**config.mk**
```make
export PLATFORM = sky130hd
export DESIGN_NAME = sens_uart_arbiter
export DESIGN_NICKNAME = d
export VERILOG_FILES = /design/src/rtl/sens_uart_arbiter_pkg.sv /design/src/rtl/sens_uart_arbiter_rr_pick.sv /design/src/rtl/sens_uart_arbiter.sv
export SDC_FILE = /design/constraint.sdc
export NUM_CORES = 1
export LEC_CHECK = 0
export CAP_MARGIN = 10
export CORE_ASPECT_RATIO = 1.25
export CORE_MARGIN = 2
export CORE_UTILIZATION = 50
export CTS_BUF_LIST = sky130_fd_sc_hd__clkbuf_4 sky130_fd_sc_hd__clkbuf_8
export DETAILED_ROUTE_END_ITERATION = 7
export HOLD_SLACK_MARGIN = 0.03
export PLACE_DENSITY_LB_ADDON = 0.15
export SETUP_SLACK_MARGIN = 0.1
export SLEW_MARGIN = 25
export SYNTH_ARGS = -nofsm -noshare
export SYNTH_HDL_FRONTEND = slang
export SYNTH_SLANG_ARGS = --single-unit
```
**constraint.sdc**
```tcl
create_clock -name clk50 -period 4.41 [get_ports clk50]
set_clock_uncertainty 0.05 [all_clocks]
set_input_delay 0.882 -clock clk50 [delete_from_list [all_inputs] [get_ports clk50]]
set_output_delay 0.882 -clock clk50 [all_outputs]
set_load 0.005 [all_outputs]
```
**src/rtl/sens_uart_arbiter_pkg.sv**
```systemverilog
// Shared types and helpers for the UART transmitter round-robin arbiter.
package sens_arb_pkg;

  typedef enum logic [1:0] {
    IDLE  = 2'd0,
    GRANT = 2'd1,
    DRAIN = 2'd2,
    GAP   = 2'd3
  } arb_state_t;

  localparam int ARB_MAX_REQ = 8;

  // Index width for n requesters: clog2(n), never less than one bit.
  function automatic int arb_idx_w(input int n);
    int w;
    w = 1;
    for (int i = 1; i < 31; i++) begin
      if ((32'd1 << w) < n) begin
        w = i + 1;
      end else begin
        w = w;
      end
    end
    return w;
  endfunction

endpackage

```
**src/rtl/sens_uart_arbiter_rr_pick.sv**
```systemverilog
// Combinational rotating priority encoder: first eligible index at or after start, wrapping.
module sens_rr_pick #(
  parameter int N  = 2,
  parameter int IW = 1
) (
  input  logic [N-1:0]  eligible,
  input  logic [IW-1:0] start,
  output logic          found,
  output logic [IW-1:0] idx
);

  logic [IW:0]   sum;
  logic [IW-1:0] cand;

  // Walk N positions from start; the earliest eligible one in rotation order wins.
  always_comb begin
    found = 1'b0;
    idx   = '0;
    sum   = '0;
    cand  = '0;
    for (int k = 0; k < N; k++) begin
      sum = {1'b0, start} + (IW+1)'(k);
      if (sum >= (IW+1)'(N)) begin
        sum = sum - (IW+1)'(N);
      end else begin
        sum = sum;
      end
      cand = sum[IW-1:0];
      if (eligible[cand] && !found) begin
        found = 1'b1;
        idx   = cand;
      end else begin
        found = found;
      end
    end
  end

endmodule

```
**src/rtl/sens_uart_arbiter.sv**
```systemverilog
// Round-robin arbiter sharing one UART transmitter between NUM_REQ motes.
// Optional hold watchdog enabled by defining SENS_ARB_TIMEOUT_EN.
module sens_uart_arbiter
  import sens_arb_pkg::*;
#(
  parameter int NUM_REQ    = 2,
  parameter int DATA_W     = 8,
  parameter int GAP_CYCLES = 4,
  parameter int MAX_HOLD   = 5_000_000
) (
  input  logic                              clk50,
  input  logic                              reset,
  input  logic [NUM_REQ-1:0]                bus_request,
  input  logic [NUM_REQ*DATA_W-1:0]         req_data,
  input  logic [NUM_REQ-1:0]                req_txd_start,
  input  logic                              txd_busy,
  output logic [NUM_REQ-1:0]                bus_grant,
  output logic                              txd_start,
  output logic [DATA_W-1:0]                 txd_data,
  output logic [arb_idx_w(NUM_REQ)-1:0]     grant_id,
  output logic                              timeout_pulse
);

  localparam int              IW        = arb_idx_w(NUM_REQ);
  localparam logic [31:0]     HOLD_LAST = 32'(MAX_HOLD - 1);
  localparam logic [31:0]     GAP_LOAD  = 32'(GAP_CYCLES - 1);
  localparam logic [31:0]     HOLD_SAT  = 32'hFFFF_FFFF;
  localparam logic [IW-1:0]   LAST_IDX  = IW'(NUM_REQ - 1);

`ifdef SENS_ARB_TIMEOUT_EN
  localparam logic WDOG_EN = 1'b1;
`else
  localparam logic WDOG_EN = 1'b0;
`endif

  arb_state_t           state;
  logic [IW-1:0]        last_owner;
  logic [31:0]          hold_cnt;
  logic [31:0]          gap_cnt;
  logic [NUM_REQ-1:0]   lockout;
  logic [NUM_REQ-1:0]   lockout_keep;
  logic [NUM_REQ-1:0]   eligible;
  logic [NUM_REQ-1:0]   pick_onehot;
  logic [IW-1:0]        start_idx;
  logic [IW-1:0]        pick_idx;
  logic                 pick_found;
  logic                 owner_req;
  logic                 hold_hit;
  logic [DATA_W-1:0]    sel_data;
  logic [DATA_W-1:0]    data_hold;

  // Locked-out motes stay ineligible until they drop their request once.
  assign lockout_keep = WDOG_EN ? (lockout & bus_request) : '0;
  assign eligible     = bus_request & ~lockout;
  assign start_idx    = (last_owner == LAST_IDX) ? '0 : last_owner + IW'(1);
  assign pick_onehot  = {{(NUM_REQ-1){1'b0}}, 1'b1} << pick_idx;
  assign owner_req    = |(bus_request & bus_grant);
  assign hold_hit     = WDOG_EN && (hold_cnt == HOLD_LAST);

  sens_rr_pick #(
    .N  (NUM_REQ),
    .IW (IW)
  ) u_pick (
    .eligible (eligible),
    .start    (start_idx),
    .found    (pick_found),
    .idx      (pick_idx)
  );

  // One-hot AND-OR mux of the owner's byte; zero when nobody holds the bus.
  always_comb begin
    sel_data = '0;
    for (int i = 0; i < NUM_REQ; i++) begin
      sel_data = sel_data | (req_data[i*DATA_W +: DATA_W] & {DATA_W{bus_grant[i]}});
    end
  end

  assign txd_start = |(req_txd_start & bus_grant);
  assign txd_data  = (|bus_grant) ? sel_data : data_hold;

  // Arbitration FSM: grant, release, drain transmitter, then idle guard gap.
  always_ff @(posedge clk50) begin
    if (reset) begin
      state         <= IDLE;
      bus_grant     <= '0;
      grant_id      <= '0;
      last_owner    <= LAST_IDX;
      hold_cnt      <= 32'd0;
      gap_cnt       <= 32'd0;
      lockout       <= '0;
      timeout_pulse <= 1'b0;
      data_hold     <= '0;
    end else begin
      timeout_pulse <= 1'b0;
      lockout       <= lockout_keep;
      if (|bus_grant) begin
        data_hold <= sel_data;
      end
      case (state)
        IDLE: begin
          if (pick_found) begin
            bus_grant  <= pick_onehot;
            grant_id   <= pick_idx;
            last_owner <= pick_idx;
            hold_cnt   <= 32'd0;
            state      <= GRANT;
          end
        end
        GRANT: begin
          if (hold_cnt != HOLD_SAT) begin
            hold_cnt <= hold_cnt + 32'd1;
          end
          if (!owner_req) begin
            bus_grant <= '0;
            state     <= DRAIN;
          end else if (hold_hit) begin
            bus_grant     <= '0;
            timeout_pulse <= 1'b1;
            lockout       <= lockout_keep | bus_grant;
            state         <= DRAIN;
          end
        end
        DRAIN: begin
          if (!txd_busy) begin
            gap_cnt <= GAP_LOAD;
            state   <= GAP;
          end
        end
        GAP: begin
          if (gap_cnt == 32'd0) begin
            state <= IDLE;
          end else begin
            gap_cnt <= gap_cnt - 32'd1;
          end
        end
        default: begin
          bus_grant <= '0;
          state     <= IDLE;
        end
      endcase
    end
  end

endmodule

```
Word level (Yosys, flattened, before mapping)
Index checks and enable logic that the tools add are counted.
{ "word_totals": {"register_bits": 46, "out_inout_bits": 13, "wordCells": 65, "inputBits": 23} }
{ "classes": {"eq_ne": 8, "muxes": 23, "n_bitwise": 5, "n_lt_le_gt_ge": 4, "n_reduce_logical": 13, "n_addsub": 5, "shifts": 1} }
{ "op_table": {"columns": ["cell", "count"], "rows": [
  ["$mux 32", 2],
  ["$pmux 32 s2", 1],
  ["$logic_not 32->1", 1],
  ["$sub 32x1->32 const B", 1],
  ["$and 8x8->8", 2],
  ["$mux 2", 6],
  ["$mux 1", 11],
  ["$ne 2x2->1 const B", 5],
  ["$mux 8", 1],
  ["$or 8x8->8", 1],
  ["$pmux 2 s4", 1],
  ["$reduce_and 3->1", 2],
  ["$reduce_or 2->1", 3],
  ["$and 2x2->2", 2],
  ["$eq 2x2->1 const B", 2],
  ["$lt 1x2->1 const B", 2],
  ["$pmux 2 s2", 1],
  ["$reduce_and 4->1", 1],
  ["$reduce_bool 2->1", 2],
  ["$add 1x1->2 const B", 1],
  ["$eq 2x1->1 const B", 1],
  ["$ge 1x2->1 const B", 1],
  ["$ge 2x2->1 const B", 1],
  ["$logic_not 2->1", 1],
  ["6 further kinds", 7]
]} }

Depth between registers and ports, before layout
Gate-level depths: netlist (run 1).
{ "logic_depth": {"depth_word": 13, "depth_mapped": 9, "depth_no_buf": 7} }

Hierarchy
A second synthesis (run 1) with hierarchy kept.
{ "hier_totals": {"hier_cells": 294, "area_unflattened_um2": 2446.1} }
{ "modules_own_cells": {"columns": ["module", "cells_each", "seq_area_each_um2", "instances", "area_per_inst_um2"], "rows": [
  ["sens_uart_arbiter", 291, 920.9, 1, 2428.6],
  ["sens_rr_pick", 3, 0.0, 1, 17.5]
]} }

Least setup slack after synthesis (run 1)
OpenSTA, ideal clock, no wires.
{ "synth_path": {"path_type": "register -> register", "startpoint": "register gap_cnt[2]", "endpoint": "register gap_cnt[22]", "period_less_slack_ps": 2529, "stages_incl_launch_ff": 7, "path_buffers": 1, "slack_ps": 1881, "t_required_ps": 4290, "setup_ps": 70, "arrival_ps": 2409, "path_cell_list": "dfxtp_1 or4_4 or4_1 buf_2 or4_1 or3_1 a21oi_1"} }
{ "synth_between": {"elab_chain_cells": 3, "word_cells_on_any_way": 6, "cone_classes": "1 x add/sub; 1 x eq/ne; 2 x mux; 2 x reduce/logical"} }
{ "synth_lines": {"columns": ["item", "line", "source"], "rows": [
  ["start: declaration", "sens_uart_arbiter.sv:39", "logic [31:0] gap_cnt;"],
  ["start signal: assignment", "sens_uart_arbiter.sv:133", "gap_cnt <= gap_cnt - 32'd1;"],
  ["$sub 32x1->32 or $logic_not 32->1 (tied branches)", "sens_uart_arbiter.sv:133, sens_uart_arbiter.sv:130", null],
  ["$mux 32 or $ne 2x2->1 (tied branches)", null, null],
  ["$pmux 32 s2 or $reduce_and 3->1 (tied branches)", null, null]
]} }
Parallel ways exist; a longest one is shown, timed or not. The select of a mux whose other input is x is not followed.
A chain may end at the register's enable or synchronous reset.

Worst setup path in the final report (run 1)
{ "layout_path": {"startpoint": "input port req_data[2]", "endpoint": "output port txd_data[2]"} }
{ "layout_between": {"elab_chain_cells": 3} }
{ "layout_lines": {"columns": ["item", "line", "source"], "rows": [
  ["start: declaration", "sens_uart_arbiter.sv:14", "input logic [NUM_REQ*DATA_W-1:0] req_data,"],
  ["$and 8x8->8", "sens_uart_arbiter.sv:74", "sel_data = sel_data | (req_data[i*DATA_W +: DATA_W] & {DATA_W{bus_grant[i]}});"],
  ["$or 8x8->8", "sens_uart_arbiter.sv:74", null],
  ["$mux 8", null, null],
  ["end: declaration", "sens_uart_arbiter.sv:19", "output logic [DATA_W-1:0] txd_data,"]
]} }
Every way passes these cells.

==> Flow_metrics.wiki, run 1 <==
{| class="wikitable"
! Metric !! Value
|-
| Status || completed
|-
| Fmax || between 300 and 400 MHz
|-
| Netlist area before placement || roughly 0.0024 mm²
|-
| Largest net degree at the start of global routing || 31
|-
| Final estimated routing congestion in global placement || around 0.80
|-
| Max-cap violation count || 0
|-
| Quantity of hold-fixing buffers added after cts || 0
|-
| Reg clk slew, reported paths || ~0.08 ns
|-
| Met2 Routed Length || between 2 and 2.5 mm
|-
| Min Clock Period, post-route || ~3 ns
|-
| Util after Layout || ~60%
|-
| Critical Path Fanout Max || 2
|-
| Part of the Yosys area used for sequential elements || a little under 40%
|-
| Area share of the leading cell type in the synthesized netlist || between 30% and 40%
|-
| Initial core utilization || around half
|-
| Critical path type || input port to output pin
|-
| Met1 wire length || 2.22 mm
|-
| Die span in y || a little over 80 µm
|-
| Synthesized Nets || 320
|-
| Total setup violations reported at the end of the flow || 0
|-
| Multi-input combinational cell area || between 0.001 and 0.0015 mm²
|-
| FF-to-FF path depth || 5
|-
| Width of the die || about 66 µm
|-
| Length of the first detailed-routing pass in iterations || 4
|-
| Initial antenna violation count || 0
|-
| Hold Violations, Final || 0
|-
| Met3 routed WL || roughly 220 µm
|-
| DRC marker count from the first detailed-route iteration || 54
|-
| Die Footprint || 0.00533 mm²
|-
| Final Cycle Share || around two thirds
|-
| Count of input and output buffers || 34
|-
| Worst-case headroom to the max-slew limit || about half
|-
| Reg2reg end || gap_cnt[22]
|-
| Number of cells on the worst hold path || 2
|-
| Synthesized flop and latch total || 46
|-
| Vias in the first global route || 2069
|-
| Most frequent cells in the layout || 46 x sky130_fd_sc_hd__dfxtp_1, 34 x sky130_fd_sc_hd__clkdlybuf4s50_1, 31 x sky130_fd_sc_hd__nand2_1, 30 x sky130_fd_sc_hd__a21oi_1, 18 x sky130_fd_sc_hd__or3_1
|-
| Vias || 2231
|-
| Synth cell types || 44
|-
| Leading register cell type out of synthesis || sky130_fd_sc_hd__dfxtp_1
|-
| Latest clock arrival within the worst-skew pair || approximately 0.29 ns
|-
| Required arrival time at the worst endpoint || about 3.5 ns
|-
| Launching instance or port of the critical path || req_data[2]
|-
| Non-filler cells in the finished layout || around 380
|-
| Slew of the pin with the lowest slew margin || roughly 0.73 ns
|-
| Via-per-instance ratio || between 5 and 6
|-
| Area growth from synthesis to layout || 20.2%
|-
| Number of enable flip-flop cells after synthesis || 0
|-
| Number of antenna-violating nets in the routed design || 0
|-
| Total Nets Final || 349
|-
| Post-DP HPWL || roughly 3.7 mm
|-
| CTS Root Cell || sky130_fd_sc_hd__clkbuf_8
|-
| Floorplan row count || 28
|-
| Floorplan core area || 0.00466 mm²
|-
| Buffer depth of the longest clock path || 2
|-
| Hold Path Class || flip-flop to flip-flop
|-
| GRT overflow || 0
|-
| Count of placed standard cells including taps || roughly 370
|-
| Crit path capture || txd_data[2]
|-
| Gate count after technology mapping || between 200 and 300
|-
| Most common cell after layout, fill and taps aside || sky130_fd_sc_hd__dfxtp_1
|-
| Top metal layer carrying routed signals || met4
|-
| Layout filler cell count || roughly 440
|-
| Synth warnings || 0
|-
| Post-cts repair resize count || 0
|-
| TritonCTS clock tree || built
|-
| Share of layout cells above drive strength 1 || 6.83%
|-
| RSZ-0062 raised after global routing || no
|-
| Antenna diode count || 0
|-
| Crit start category || input port
|-
| Count of unresolved DRC violations after routing || 0
|-
| Post-CTS setup buffer count || 0
|-
| Global-route wire length before repair || approximately 8.8 mm
|-
| TritonCTS buffer count || 5
|-
| Wirelength per Cell || 13.1 µm
|-
| Cell type with the largest total area after synthesis || sky130_fd_sc_hd__dfxtp_1
|-
| H-tree depth || 2
|-
| Area used by sequential logic in the layout || roughly 920 µm²
|-
| Top-level I/O count || 36
|-
| Worst flop-to-flop path startpoint || gap_cnt[2]
|-
| Detailed-route wire length || ~5.0 mm
|-
| Mean cell area of the mapped netlist || slightly above 8 µm²
|-
| Biggest area contributors in the synthesized netlist || sky130_fd_sc_hd__dfxtp_1 39%, sky130_fd_sc_hd__a21oi_1 6.3%, sky130_fd_sc_hd__nand2_1 4.9%
|-
| GRT Total Usage || slightly above 20%
|-
| FFs w/ async S/R, synth || 0%
|-
| Count of clock tree sinks || 46
|-
| Setup tns final || 0 ns
|-
| Final Max Tran Viols || 0
|-
| Arrival time of the worst setup path || approximately 2.1 ns
|-
| Slack of the worst reg-to-reg path || between 1.5 and 2 ns
|-
| Critical Path End Type || output pin
|}
-- synth_stat cells (2+ instances only) --
| master | number |
|---|---|
| sky130_fd_sc_hd__o21a_1 | 3 |
| sky130_fd_sc_hd__a22o_1 | 2 |
| sky130_fd_sc_hd__nand4_1 | 5 |
| sky130_fd_sc_hd__dfxtp_1 | 46 |
| sky130_fd_sc_hd__inv_1 | 8 |
| sky130_fd_sc_hd__nand2b_1 | 5 |
| sky130_fd_sc_hd__a31oi_1 | 2 |
| sky130_fd_sc_hd__o211ai_1 | 3 |
| sky130_fd_sc_hd__buf_2 | 2 |
| sky130_fd_sc_hd__or3_1 | 18 |
| sky130_fd_sc_hd__nand2_1 | 31 |
| sky130_fd_sc_hd__o41ai_1 | 3 |
| sky130_fd_sc_hd__clkbuf_1 | 11 |
| sky130_fd_sc_hd__nand4b_1 | 2 |
| sky130_fd_sc_hd__ha_1 | 5 |
| sky130_fd_sc_hd__nand3b_1 | 2 |
| sky130_fd_sc_hd__nand3_1 | 2 |
| sky130_fd_sc_hd__a21oi_1 | 30 |
| sky130_fd_sc_hd__or2_2 | 5 |
| sky130_fd_sc_hd__nor2_1 | 15 |
| sky130_fd_sc_hd__and4_1 | 2 |
| sky130_fd_sc_hd__o31ai_1 | 11 |
| sky130_fd_sc_hd__nor2b_1 | 10 |
| sky130_fd_sc_hd__or4b_2 | 3 |
| sky130_fd_sc_hd__nor4_1 | 6 |
| sky130_fd_sc_hd__nor3_1 | 6 |
| sky130_fd_sc_hd__o21ai_0 | 15 |
| sky130_fd_sc_hd__a22oi_1 | 10 |
| sky130_fd_sc_hd__or4_1 | 14 |
-- registers in the layout, indices dropped and copies added (netlist names) --
signal      cells
gap_cnt        32
data_hold       8
bus_grant       2
state           2
grant_id        1
last_owner      1
-- metrics by stage --
step / setup slack (ns) / cell area, µm² / hold WS, ns
6_report: 1.42 / 2860 / 0.429
5_1_grt: 1.32 / 2860 / 0.470
4_1_cts: 1.40 / 2860 / 0.436
3_5_place_dp: 1.33 / 2760 / 0.424
3_3_place_gp: 1.35 / 2760 / 0.417
2_1_floorplan: 1.88 / 2380 / 0.396
-- worst max-delay path, cell delays in order --
cell and delay [ns]:
sky130_fd_sc_hd__clkdlybuf4s50_1 0.40, sky130_fd_sc_hd__a22oi_1 0.21, sky130_fd_sc_hd__nand2_1 0.09, sky130_fd_sc_hd__clkdlybuf4s50_1 0.47
-- layout make-up --
class | count | share of cell area (%)
Timing Repair Buffer | 36 | 12.4
Sequential cell | 46 | 32.2
Clock inverter | 2 | 0.438
Clock buffer | 6 | 2.89
Tap cell | 60 | 2.63
Inverter | 8 | 1.05
Multi-Input combinational cell | 224 | 48.3
-- cells by family (layout without fill, tap and decap cells) --
group	after synthesis	count (layout)	synth area share [%]
and+or+nand+nor	132	132	31.8
AOI/OAI and AO/OA	84	84	22.1
DFF	46	46	38.7
buffers and inverters	22	52	3.74
adders and majority gates	5	5	2.63
other	1	1	0.158
xor gates and xnor gates	1	1	0.368
muxes	1	1	0.421
-- routing by layer --
metal  track usage [%]  vias up
met1              22.5     1022
met5                 0        -
met3              3.60       10
met2              38.6       46
met4              7.08        0
li1                  -     1153
-- worst min-delay path by stage --
stage	from	endpoint	slack, ns
final	gap_cnt[31]	gap_cnt[31]	0.43
after CTS	gap_cnt[31]	gap_cnt[31]	0.44
after global routing	gap_cnt[29]	gap_cnt[29]	0.47
after detailed placement	gap_cnt[31]	gap_cnt[31]	0.42
after global placement	gap_cnt[22]	gap_cnt[22]	0.42
after floorplan	gap_cnt[31]	gap_cnt[31]	0.40
Power of run 1 is not shown: default switching activity piles up to over one toggle a cycle in this logic, so the estimate is an artifact.
==> run 2, diff against run 1 <==
==> constraint.sdc (replaced) <==
create_clock -name clk50 -period 3 [get_ports clk50]
set_clock_uncertainty 0.05 [all_clocks]
set_input_delay 0.6 -clock clk50 [delete_from_list [all_inputs] [get_ports clk50]]
set_output_delay 0.6 -clock clk50 [all_outputs]
set_load 0.005 [all_outputs]
==> Flow_metrics.wiki, run 2 (synthesis results as in run 1) <==
{| class="wikitable"
! Metric !! Value
|-
| Critical Path End Type || flip-flop (was output pin)
|-
| Count of unresolved DRC violations after routing || 0 (unchanged)
|-
| Width of the die || 65.7 µm (unchanged)
|-
| Largest net degree at the start of global routing || 21 (was 31)
|-
| Design area || 0.00293 mm² (was 0.00286 mm²)
|-
| TritonCTS buffer count || 5 (unchanged)
|-
| Crit start category || flip-flop (was input port)
|-
| Wirelength per Cell || 14.1 µm (was 13.1 µm)
|-
| Most frequent cells in the layout || 46 x sky130_fd_sc_hd__dfxtp_1, 34 x sky130_fd_sc_hd__clkdlybuf4s50_1, 31 x sky130_fd_sc_hd__nand2_1, 30 x sky130_fd_sc_hd__a21oi_1, 18 x sky130_fd_sc_hd__or3_1 (unchanged)
|-
| GRT Total Usage || 22.0% (was 20.4%)
|-
| Detailed-route wire length || 5.55 mm (was 5.01 mm)
|-
| Status || completed (unchanged)
|-
| Layout filler cell count || 435 (unchanged)
|-
| Largest registers || gap_cnt x32, data_hold x8 (unchanged)
|-
| Buffer depth of the longest clock path || 2 (unchanged)
|-
| Area post-placement || 0.00284 mm² (was 0.00276 mm²)
|-
| Util after Layout || 62.9% (was 61.3%)
|-
| Final Cycle Share || around 90%
|-
| Floorplan core area || 0.00466 mm² (unchanged)
|-
| Initial antenna violation count || 0 (unchanged)
|-
| Share of layout cells above drive strength 1 || 9.64% (was 6.83%)
|-
| Final Hold Slack || 0.433 ns (was 0.429 ns)
|-
| Min Clock Period, post-route || about 2.7 ns
|-
| Length of the first detailed-routing pass in iterations || 4 (unchanged)
|-
| Number of antenna-violating nets in the routed design || 0 (unchanged)
|-
| Total Nets Final || 359 (was 349)
|-
| DRC marker count from the first detailed-route iteration || 82 (was 54)
|-
| Vias || 2325 (was 2231)
|-
| Top-level I/O count || 36 (unchanged)
|-
| Count of input and output buffers || 34 (unchanged)
|-
| CTS Root Cell || sky130_fd_sc_hd__clkbuf_8 (unchanged)
|-
| Fmax || 376 MHz
|-
| TritonCTS clock tree || built (unchanged)
|-
| Post-cts repair resize count || 0 (unchanged)
|-
| Required arrival time at the worst endpoint || 3.18 ns (was 3.48 ns)
|-
| Setup tns final || 0 ns (unchanged)
|-
| Final Max Tran Viols || 0 (unchanged)
|-
| Post-DP HPWL || 4.14 mm (was 3.67 mm)
|-
| Most common cell after layout, fill and taps aside || sky130_fd_sc_hd__dfxtp_1 (unchanged)
|-
| Quantity of hold-fixing buffers added after cts || 0 (unchanged)
|-
| Worst-case headroom to the max-slew limit || 53.1% (was 51.4%)
|-
| Area used by sequential logic in the layout || 921 µm² (unchanged)
|-
| Die Footprint || 0.00533 mm² (unchanged)
|-
| Total setup violations reported at the end of the flow || 0 (unchanged)
|-
| Arrival time of the worst setup path || 2.84 ns (was 2.06 ns)
|-
| Antenna diode count || 0 (unchanged)
|-
| Critical path type || flip-flop to flip-flop (was input port to output pin)
|-
| Hold Path Class || flip-flop to flip-flop (unchanged)
|-
| Area growth from synthesis to layout || 23.4% (was 20.2%)
|-
| Reg clk slew, reported paths || 0.09 ns (was 0.08 ns)
|-
| Final estimated routing congestion in global placement || 0.830 (was 0.805)
|-
| Hold Violations, Final || 0 (unchanged)
|-
| Latest clock arrival within the worst-skew pair || 0.29 ns (about the same)
|-
| Initial core utilization || 51.0% (unchanged)
|-
| Register with the highest flop count || gap_cnt (unchanged)
|-
| H-tree depth || 2 (unchanged)
|-
| Vias in the first global route || 2110 (was 2069)
|-
| RSZ-0062 raised after global routing || no (unchanged)
|-
| Floorplan row count || 28 (unchanged)
|-
| GRT overflow || 0 (unchanged)
|-
| Multi-input combinational cell area || 0.00138 mm² (unchanged)
|-
| Count of clock tree sinks || 46 (unchanged)
|-
| Number of flip-flops under the largest register name || 32 (unchanged)
|-
| Die span in y || 81.1 µm (unchanged)
|-
| Critical Path Fanout Max || 8 (was 2)
|-
| Slew of the pin with the lowest slew margin || 0.697 ns (was 0.728 ns)
|-
| Via-per-instance ratio || 5.93 (was 5.84)
|-
| Max-cap violation count || 0 (unchanged)
|-
| Post-CTS setup buffer count || 0 (unchanged)
|-
| Global-route wire length before repair || 9.29 mm (was 8.76 mm)
|}
run 2: cell types whose count changed in the layout (fill, tap and decap cells not counted):
| cell | delta |
|---|---|
| sky130_fd_sc_hd__clkbuf_4 | +1 |
| sky130_fd_sc_hd__buf_4 | +10 |
| sky130_fd_sc_hd__clkinvlp_4 | -1 |
run 2: critical path, stage by stage, from the launching register on:
cell and delay (ns):
sky130_fd_sc_hd__dfxtp_1 0.35, sky130_fd_sc_hd__or4_4 0.56, sky130_fd_sc_hd__or4_1 0.64, sky130_fd_sc_hd__or4_1 0.52, sky130_fd_sc_hd__or3_1 0.32, sky130_fd_sc_hd__a21oi_1 0.15
run 2: final timing paths:
check	slack (ns)	cells after the start	endpoint	startpoint
worst max-delay path	0.34	5	gap_cnt[22]	gap_cnt[2]
worst min-delay path	0.43	2	gap_cnt[31]	gap_cnt[31]
worst max register to register	0.34	5	gap_cnt[22]	gap_cnt[2]
worst min register to register	0.43	2	gap_cnt[31]	gap_cnt[31]
run 2: per-stage QoR:
step	std cells	setup WS [ns]
floorplan	292	0.471
global placement	384	0.412
detailed placement	384	0.370
CTS	392	0.352
global route	392	0.191
finish	392	0.341
run 2: layout make-up:
| class | instances | share of cell area (%) |
|---|---|---|
| Clock buffer | 7 | 3.07 |
| Timing Repair Buffer | 46 | 14.7 |
| Tap cell | 60 | 2.56 |
| Inverter | 8 | 1.02 |
| Multi-Input combinational cell | 224 | 47.1 |
| Clock inverter | 1 | 0.171 |
| Sequential cell | 46 | 31.4 |
run 2: metal layers:
layer	wire, µm	share of wire, %	GRT usage, %
met2	2800	50	40.5
met5	0	0	0
met1	2430	44	25.2
met4	97	1.7	8.54
met3	225	4.1	3.32
Power of run 2 is left out for the same reason.
